<file path="src/rtl/sata_regs_bank.sv">
// sata_regs_bank: SATA host register file behind the AXI slave buffer's
// memory-style port. Holds ID, CTRL, IRQ_STAT/IRQ_MASK, STATUS, SCRATCH,
// DOORBELL and WCNT words, with a two-stage read pipeline (ren, then regen).
// Optional feature macro: SATA_REGS_WCNT_EN builds the in-range write counter
// at word 7; without it word 7 reads 0.
module sata_regs_bank #(
    parameter int unsigned ADDR_BITS = 4,
    parameter logic [31:0] ID_VALUE  = 32'h5A7A0001,
    parameter int unsigned IRQ_W     = 8
) (
    input  logic             aclk,
    input  logic             arst,
    input  logic [15:0]      bram_waddr,
    input  logic [31:0]      bram_wdata,
    input  logic [3:0]       bram_wstb,
    input  logic             bram_wen,
    input  logic [15:0]      bram_raddr,
    input  logic             bram_ren,
    input  logic             bram_regen,
    output logic [31:0]      bram_rdata,
    input  logic [31:0]      status_in,
    input  logic [IRQ_W-1:0] irq_set,
    output logic [31:0]      ctrl,
    output logic             irq,
    output logic             cmd_valid,
    output logic [31:0]      cmd_data
);

    // Valid interrupt bit positions; IRQ_W may be the full 32 bits.
    localparam logic [31:0] IRQ_BITS = (IRQ_W >= 32) ? '1 : ((32'd1 << IRQ_W) - 32'd1);

    logic        w_in_range;
    logic        r_in_range;
    logic [31:0] wmask;
    logic [31:0] irq_stat;
    logic [31:0] irq_mask;
    logic [31:0] status_q;
    logic [31:0] scratch;
    logic [31:0] stage1;
    logic [31:0] rd_val;
    logic [31:0] wcnt_val;
    logic [31:0] stat_clr;
    logic [31:0] irq_set_ext;
    logic        wr_ctrl;
    logic        wr_stat;
    logic        wr_mask;
    logic        wr_scratch;
    logic        wr_db;

    assign w_in_range  = (bram_waddr >> ADDR_BITS) == 16'd0;
    assign r_in_range  = (bram_raddr >> ADDR_BITS) == 16'd0;
    assign wr_ctrl     = bram_wen && w_in_range && (bram_waddr == 16'd1);
    assign wr_stat     = bram_wen && w_in_range && (bram_waddr == 16'd2);
    assign wr_mask     = bram_wen && w_in_range && (bram_waddr == 16'd3);
    assign wr_scratch  = bram_wen && w_in_range && (bram_waddr == 16'd5);
    assign wr_db       = bram_wen && w_in_range && (bram_waddr == 16'd6) && (bram_wstb != 4'd0);
    assign irq_set_ext = 32'(irq_set);
    assign stat_clr    = wr_stat ? (bram_wdata & wmask & IRQ_BITS) : '0;

    // Expand the byte strobes into a 32-bit bit mask.
    always_comb begin
        wmask = '0;
        for (int unsigned i = 0; i < 4; i++) begin
            wmask[i*8 +: 8] = {8{bram_wstb[i]}};
        end
    end

    // Read mux over current (pre-write) register contents.
    always_comb begin
        rd_val = '0;
        if (r_in_range) begin
            case (bram_raddr)
                16'd0:   rd_val = ID_VALUE;
                16'd1:   rd_val = ctrl;
                16'd2:   rd_val = irq_stat;
                16'd3:   rd_val = irq_mask;
                16'd4:   rd_val = status_q;
                16'd5:   rd_val = scratch;
                16'd6:   rd_val = cmd_data;
                16'd7:   rd_val = wcnt_val;
                default: rd_val = '0;
            endcase
        end
    end

    // Register state, doorbell strobe, interrupt output and read pipeline.
    always_ff @(posedge aclk) begin
        if (arst) begin
            ctrl       <= '0;
            irq_stat   <= '0;
            irq_mask   <= '0;
            status_q   <= '0;
            scratch    <= '0;
            cmd_data   <= '0;
            cmd_valid  <= 1'b0;
            irq        <= 1'b0;
            stage1     <= '0;
            bram_rdata <= '0;
        end else begin
            status_q  <= status_in;
            irq       <= |(irq_stat & irq_mask);
            // Set is OR'd in after the clear so a same-cycle set survives.
            irq_stat  <= (irq_stat & ~stat_clr) | irq_set_ext;
            cmd_valid <= 1'b0;
            if (wr_ctrl) begin
                ctrl <= (ctrl & ~wmask) | (bram_wdata & wmask);
            end
            if (wr_mask) begin
                irq_mask <= ((irq_mask & ~wmask) | (bram_wdata & wmask)) & IRQ_BITS;
            end
            if (wr_scratch) begin
                scratch <= (scratch & ~wmask) | (bram_wdata & wmask);
            end
            if (wr_db) begin
                cmd_data  <= (cmd_data & ~wmask) | (bram_wdata & wmask);
                cmd_valid <= 1'b1;
            end
            if (bram_ren) begin
                stage1 <= rd_val;
            end
            if (bram_regen) begin
                bram_rdata <= stage1;
            end
        end
    end

`ifdef SATA_REGS_WCNT_EN
    logic [31:0] wcnt;

    // Count every in-range write, including writes to read-only words.
    always_ff @(posedge aclk) begin
        if (arst) begin
            wcnt <= '0;
        end else if (bram_wen && w_in_range) begin
            wcnt <= wcnt + 32'd1;
        end
    end

    assign wcnt_val = wcnt;
`else
    assign wcnt_val = '0;
`endif

endmodule

</file>
<file path="config.mk">
export PLATFORM = sky130hd
export DESIGN_NAME = sata_regs_bank
export DESIGN_NICKNAME = d
export VERILOG_FILES = /design/src/rtl/sata_regs_bank.sv
export SDC_FILE = /design/constraint.sdc
export NUM_CORES = 1
export LEC_CHECK = 0
export ABC_AREA = 1
export CORE_UTILIZATION = 50
export DETAILED_ROUTE_END_ITERATION = 8
export PLACE_DENSITY = 0.8
export SETUP_SLACK_MARGIN = 0.1
export SKIP_LAST_GASP = 1
export SLEW_MARGIN = 20
export SYNTH_ARGS = -nofsm -noshare
export SYNTH_HDL_FRONTEND = slang
export SYNTH_SLANG_ARGS = --single-unit
</file>
<file path="constraint.sdc">
create_clock -name aclk -period 1.7 [get_ports aclk]
set_clock_uncertainty 0.2 [all_clocks]
set_input_delay 0.255 -clock aclk [delete_from_list [all_inputs] [get_ports aclk]]
set_output_delay 0.255 -clock aclk [all_outputs]
set_load 0.03 [all_outputs]
</file>
# == Yosys cells after proc, flatten, opt, wreduce, memory -nomap -nowiden ==
# Index checks and enable logic that the tools add are counted.
# totals
inputBits,113
word_cells,51
ff_bits,234
# classes
n_reduce_logical,12
bitwise,14
mux,4
eq_ne,11
# ops
op,count
32-bit case mux with 7 select lines,1
32-bit AND,5
32-bit bitwise OR,3
16-bit by 3-bit == test with 1-bit output (second input constant),5
16-bit by 2-bit == test with 1-bit output (second input constant),4
16-bit logical NOT,3
32-bit by 8-bit AND with 32-bit output,1
16-bit by 1-bit == test with 1-bit output (second input constant),2
32-bit 2-to-1 mux,1
32-bit NOT,1
8-bit NOT with 32-bit output,1
32-bit by 8-bit bitwise OR with 32-bit output,1
32-bit OR reduction,1
8-bit AND,1
8-bit 2-to-1 mux,1
8-bit bitwise OR,1
1-bit logical AND,7
4-bit nonzero test,1
1-bit 2-to-1 mux,1

# == Logic depth before layout (Yosys ltp) ==
# depth
ltp_word,7
ltp_mapped,11

# == Worst setup path after synthesis ==
# OpenSTA, ideal clock, no wires.
# synth_path
kind,in2reg
from,input bram_wstb[0]
to,register with a tool-made name
required_ps,1372
slack_ps,99
n_path_buf,2
cell_stages,11
t_arrival_ps,1273
cell_sequence,buf_4 > inv_2 > nand4_1 > nand2_1 > nor2_1 > nand2_2 > nor2_4 > buf_6 > nand2_1 > o21ai_1 > nor2_1
# synth_rtl
element,line,text
from (decl),15,"input logic [3:0] bram_wstb,"

# == Worst setup path in the final report ==
# layout_path
from,input bram_raddr[0]
to,register stage1[31]
# layout_via
elab_chain_len,3
word_cells_on_any_way,9
classes_between,eq/ne (6); mux (2); reduce/logical (1)
# layout_lines
element,line,text
from (decl),17,"input logic [15:0] bram_raddr,"
16-bit by 3-bit == test with 1-bit output (tied with other cells),72,case (bram_raddr)
32-bit case mux with 7 select lines *,72,
32-bit 2-to-1 mux *,71,if (r_in_range) begin
to (signal assigned),119,stage1 <= rd_val;
to (decl),39,logic [31:0] stage1;
# Every way passes the cells marked *; elsewhere a longest branch is shown, timed or not.
# A chain may end at the register's enable or synchronous reset.

==> flow_summary.json <==
{
  "status": "finished, final reports clean",
  "endpoint_kind": "flip-flop",
  "endpoint": "stage1[31]",
  "row_count": 49,
  "wl_per_cell_um": 17.9,
  "arrival_ps": 1870,
  "yosysTopAreaCell": "dfxtp_1",
  "viasPerCell": 5.54,
  "drc": 0,
  "worstSetupPathType": "in2reg",
  "r2r-end": "stage1[31]",
  "syn_to_final_growth_pct": 48.5,
  "drv_slew": 0,
  "maxCapViolations": 0,
  "synth-edff-count": 0,
  "crit_top_cell": "nand2_1",
  "synth.area.top_cells": "dfxtp_1 (46%), nor2_1 (12%), nand3_1 (10%), nand2_1 (9.9%), inv_1 (5.3%)",
  "synth_seq_area_share_pct": 45.8,
  "layout_commonest_cell": "nor2_1",
  "crit_buf_inv": 3,
  "core_area_um2": 18000,
  "tritoncts": "built",
  "path_cells": "dlygate4sd2_1 > nor2_1 > nand2_1 > nor2_4 > nand2_1 > buf_6 > o21ai_0 > buf_4 > o21ai_1 > a21oi_1",
  "clockRootBuffer": "clkbuf_16",
  "syn_area_um2": 9180,
  "mostFrequentLayoutCells": "nor2_1 (283), nand2_1 (233), dfxtp_1 (201), nand3_1 (158), inv_1 (123)",
  "slew_headroom_pct": 77.7,
  "synth.ff_latch_count": 210,
  "insertion_delay_ps": 510,
  "ff2ff_path_depth": 5,
  "worst-path-stages": 10,
  "reg2reg_setup_slack_ps": 410,
  "overflow": 0,
  "tns_ps": 0,
  "max_stage_delay_ps": 310,
  "die_area_um2": 18900,
  "max_freq_mhz": 613,
  "synth_flop_cell": "dfxtp_1",
  "die_w_um": 138,
  "finalSetupViolations": 0,
  "utilization_pct": 75.9,
  "post-dp-hpwl_um": 22000,
  "fin_crit_ps": 1630,
  "drive_above_1_share_pct": 22.9,
  "cts_buffers": 22,
  "fin_crit_sh_pct": 95.9,
  "syn_inst": 1358,
  "syn-num-nets": 1471,
  "crit_start": "bram_raddr[0]",
  "diodes": 0,
  "grt_pass1_vias": 9126,
  "numPortBuffers": 210,
  "synthArstFlopShare_pct": 0,
  "clkTransAtPathRegs_ps": 60,
  "first_pass_iters": 8,
  "fin_cells": 1899,
  "min_path_type": "in2reg",
  "grt_max_degree": 60,
  "synth_area_per_cell_um2": 6.76,
  "vdd.ir_drop.worst_mv": 0.928,
  "cp_max_fo": 13,
  "finalHoldViolations": 0,
  "post_synth_num_cell_types": 25,
  "track_usage_pct": 33.1,
  "clock-sinks": 210,
  "drtIter0Drc": 1554,
  "fp.dieH_um": 138,
  "htreeDepth": 1,
  "clk_path_buf_depth": 3,
  "start_kind": "primary input",
  "crit_family": "buffers and inverters",
  "route.vias.total": 10500,
  "antenna_left": 0,
  "place_congestion": 0.998,
  "fill_cells": 1267,
  "io_pins": 211,
  "antenna_found_initial": 0,
  "dpl.cell_count": 1821,
  "rsz0062_at_grt": "true",
  "grt_pass1_wl_um": 48500,
  "worstMarginPinSlew_ps": 335,
  "ys_warn_count": 0,
  "p_leak_nw": 6.44,
  "nNetsFinal": 1767,
  "initial_core_util_pct": 51.1,
  "synth_top_area_share_pct": 45.8,
  "cp_slowest_cell": "dlygate4sd2_1",
  "required_ps": 1940,
  "power_per_cell_area_nw_per_um2": 830,
  "drt-total-wl_um": 34100
}
[Yosys cell counts, types with 3 or more instances]
cell and instances:
nor2_2 5, nand3_1 189, buf_1 11, buf_4 7
nor2_1 294, a21oi_1 49, nor3_1 26, o21ai_1 15
nand4_1 6, buf_2 29, clkbuf_1 33, nor2_4 6
inv_2 3, dfxtp_1 210, o21ai_0 85, inv_1 129
nand2_1 243, nand3b_1 8
[stage by stage]
step	hold slack, ps	total power, W	setup slack [ps]	instance area, µm²
floorplan	162	0.00556	101	9190
global placement	252	0.00605	-505	12200
detailed placement	256	0.00607	-585	12200
CTS	60.8	0.0113	46.8	13100
global route	66.4	0.0116	-11.4	13600
finish	52.1	0.0113	69.1	13600
[area by class of cell]
| type | count | area (µm²) | area share (%) |
|---|---|---|---|
| multi-input combinational | 935 | 4430 | 32.5 |
| clock buffer | 30 | 662 | 4.85 |
| timing repair buffer | 353 | 3390 | 24.9 |
| sequential | 210 | 4220 | 30.9 |
| inverter | 132 | 498 | 3.65 |
| tap | 229 | 287 | 2.10 |
| clock inverter | 10 | 150 | 1.10 |
[routing by layer]
metal	wire [µm]	up-vias	global-route usage [%]	share of wire (%)
li1	-	4904	-	-
met1	13700	4742	46.6	40
met2	14800	749	48.0	43
met3	4310	123	10.0	13
met4	1310	0	10.7	3.8
met5	0	-	0	0
[power breakdown]
group	total (W)	switching [W]	internal [W]	leakage (nW)
registers	0.00506	0.0000498	0.00501	1.71
clock network	0.00533	0.00201	0.00333	0.408
logic	0.000924	0.000519	0.000405	4.32
[kinds of logic (layout without fill, tap and decap cells)]
logic type | after synthesis | after routing | synth area share (%)
AOI/OAI and AO/OA | 152 | 152 | 8.38
DFF | 210 | 210 | 45.8
and+or+nand+nor | 783 | 783 | 36.4
buffers and inverters | 213 | 525 | 9.47
[tightest hold or removal path, stage by stage]
cell    delay [ps]
buf_2          140
buf_12         200
nor2_1         120
[worst min-delay path by stage]
| stage | start | to | depth (start not counted) |
|---|---|---|---|
| 2_1_floorplan | status_in[0] | status_q[0] | 2 |
| 3_3_place_gp | flip-flop | flip-flop | 2 |
| 3_5_place_dp | stage1[18] | stage1[18] | 2 |
| 4_1_cts | arst | status_q[8] | 3 |
| 5_1_grt | arst | cmd_valid | 3 |
| 6_report | arst | cmd_valid | 3 |
[repair_timing]
action,CTS,global route
hold buffers,0,0
pin swaps,19,48
resized for setup,495,178
gates cloned,5,9
endpoints found under the setup margin,137,165
setup buffers,18,6
endpoints found under the hold margin,0,0
No activity file was read; power rests on OpenSTA's default activity.
==> RTL change: new RTL, config.mk and constraints unchanged <==
The parameter `IRQ_W` goes from 8 to 7.
--- a/src/rtl/sata_regs_bank.sv
+++ b/src/rtl/sata_regs_bank.sv
@@ -7,5 +7,5 @@
     parameter int unsigned ADDR_BITS = 4,
     parameter logic [31:0] ID_VALUE  = 32'h5A7A0001,
-    parameter int unsigned IRQ_W     = 8
+    parameter int unsigned IRQ_W     = 7
 ) (
     input  logic             aclk,
Interface: changed (resized irq_set); port bits go from 211 to 210. The function was not compared with the original's and may differ.
==> RTL change against the original RTL <==
The run now ends with design-rule violations left. Area after synthesis is 1.0% higher. Wire length shrank 3.8%. First-iteration DRC count fell by 23%. Non-clock buffer count is 53 lower. Sequential power down 1%. Total power is 3.3% lower. Cell area decreased by 0.94%. Synthesized cell count up 2.5%. Worst setup slack got worse by 11 ps. Sequential cell count shrank 2. Critical path type is now reg2out. Largest cell class unchanged. Highest routed layer unchanged.
==> RTL change: results (changes against the original RTL) <==
- Outcome: finished with violations
- Failing checks: design-rule violations
- Worst hold endpoint: status_q[2]
- Clk Latency, worst-skew pair: 520 ps
- Per-cell routed wire length: 17.3 microns (-3.4%)
- H-Tree Depth: 1 (unchanged)
- Syn_nets: 1504 (+2.2%)
- CTS buffer count: 22 (unchanged)
- # fillers: 1364 (+7.7%)
- Share of cells above drive strength 1: 0.211 (-0.0182)
- P_leak: 6.43 nW (-0.18%)
- M3 GR Usage: 0.0384 (-0.0620)
- DP HPWL: 20500 microns (-6.9%)
- Clock buffer depth: 3 (unchanged)
- DIE AREA: 19100 sq um (+1.0%)
- IO buf count: 209 (-0.48%)
- Post-DRT Antenna Nets: 0 (unchanged)
- Routed vias/inst: 5.44 (-1.8%)
- DRT iter0 DRCs: 1197 (-23%)
- Slowest cell on the critical path: dfxtp_1
- Crit Path Max Fanout: 3 (-10)
- Met2 Use GR: 0.469 (-0.0102)
- Met1 usage: 0.433 (-0.0333)
- Placed cell count: 1823 (+0.11%)
- Yosys cell types: 26 (+4.0%)
- Clock Tree Root: clkbuf_16
- Worst r2r dst: stage1[0]
- Area contributors post-synth: dfxtp_1 45%, nand2_1 12%, nor2_1 12%, nand3_1 9.9%, inv_1 6.3%
- Initial antenna violation count: 0 (unchanged)
- Max transition margin: 0.755 (-0.0221)
- Diodes inserted: 0 (unchanged)
- Sequential share of the synthesized area: 0.449 (-0.00901)
- Worst reg2reg path depth: 7 (+2)
- P_sw: 2.58 mW (about the same)
- GRT Overall Usage: 0.301 (-0.0309)
- Hold WC Path Type: in2reg
- Clock-pin slew on the worst setup and hold paths: 60 ps (about the same)
- Cell count after synthesis: 1392 (+2.5%)
- Placer congestion estimate: 1.00 (+0.21%)
- Register-to-register setup slack: 410 ps (about the same)
- Vias in the first global route: 8848 (-3.0%)
- DRC: 18 (+18)
- Largest net degree at the start of global routing: 81 (+35%)
- Hold Path Depth: 3 (unchanged)
- Non-filler cells, final: 1891 (-0.42%)
- DRT Pass-1 Iters: 8 (unchanged)
- Post-DP Area: 12100 sq um (-0.93%)
- First-pass GRT wire length: 46300 microns (-4.4%)
- CP max stage delay: 430 ps (+120 ps)
- Fin nets: 1759 (-0.45%)
- Asr flop ratio synth: 0 (unchanged)
- Cell family with most CP delay: flip-flops
- Yosys warning count: 0 (unchanged)
- Min-delay src: status_in[2]
- Commonest cells post-synth: 295 x nand2_1, 292 x nor2_1, 208 x dfxtp_1, 184 x nand3_1, 156 x inv_1
- Worst endpoint required time: 1240 ps (-700 ps)
- Max VDD drop: 0.643 mV (-31%)
==> RTL change: changes by cell type in the layout (fill, tap and decap cells not counted), sizes merged, moves of 8 or more <==
cell | unedited run | this run
nand2 | 246 | 300
o21ai | 100 | 87
dlymetal6s2s | 21 | 29
inv | 132 | 167
dlygate4sd2 | 14 | 6
buf | 219 | 158
nor3 | 28 | 4
==> RTL change: per-layer routing <==
metal | vias up | part of all wire
met3 | 108 | 0.10
met5 | - | 0
met4 | 0 | 0.036
met1 | 4688 | 0.42
met2 | 639 | 0.44
li1 | 4846 | -
==> RTL change: area by class of cell <==
| cell class | instances | share of cell area |
|---|---|---|
| clock buffers | 30 | 0.0483 |
| multi-input cells | 946 | 0.335 |
| repair buffers | 300 | 0.228 |
| well taps | 229 | 0.0212 |
| clock inverters | 9 | 0.00787 |
| flip-flops and latches | 208 | 0.310 |
| inverters | 169 | 0.0500 |
==> RTL change: kinds of logic after synthesis <==
logic type	share of synthesized area
AO/OA/AOI/OAI	0.0736
flip-flops	0.449
buffers and inverters	0.104
AND/OR/NAND/NOR	0.373
==> RTL change: timing repair <==
item / CTS / global route
buffers inserted: 4 / 4
resized for setup: 449 / 199
setup endpoints to repair: 188 / 166
pin swaps: 14 / 55
cloned: 5 / 16
==> RTL change: per-stage QoR <==
step | hold slack, ps | util | setup TNS (ps) | setup WS [ps] | total power, mW
CTS | 57.0 | 0.706 | 0 | 57.9 | 10.9
floorplan | 162 | - | 0 | 97.4 | 5.54
finish | 59.1 | 0.747 | 0 | 58.1 | 10.9
global route | 59.8 | 0.747 | 0 | 46.8 | 11.2
detailed placement | 255 | 0.668 | -63220 | -568 | 6.02
global placement | 252 | 0.668 | -56670 | -476 | 6.01
==> RTL change: how the worst max path moves through the flow <==
stage / startpoint / endpoint / slack (ps) / cells after the start
finish: register / ctrl[4] / 60 / 1
global route: bram_raddr[2] / stage1[1] / 50 / 13
detailed placement: bram_waddr[10] / register / -570 / 11
CTS: bram_raddr[1] / stage1[19] / 60 / 10
global placement: bram_waddr[10] / register / -480 / 11
floorplan: bram_wstb[0] / register / 100 / 11
==> RTL change: power by group through the flow <==
stage	Sequential (mW)	Combinational [mW]	Clock [mW]
after global placement	5.11	0.900	0
after detailed placement	5.11	0.912	0
after global routing	5.01	1.00	5.22
after CTS	5.01	0.912	5.02
after floorplan	5.17	0.366	0
final	5.01	0.930	5.00
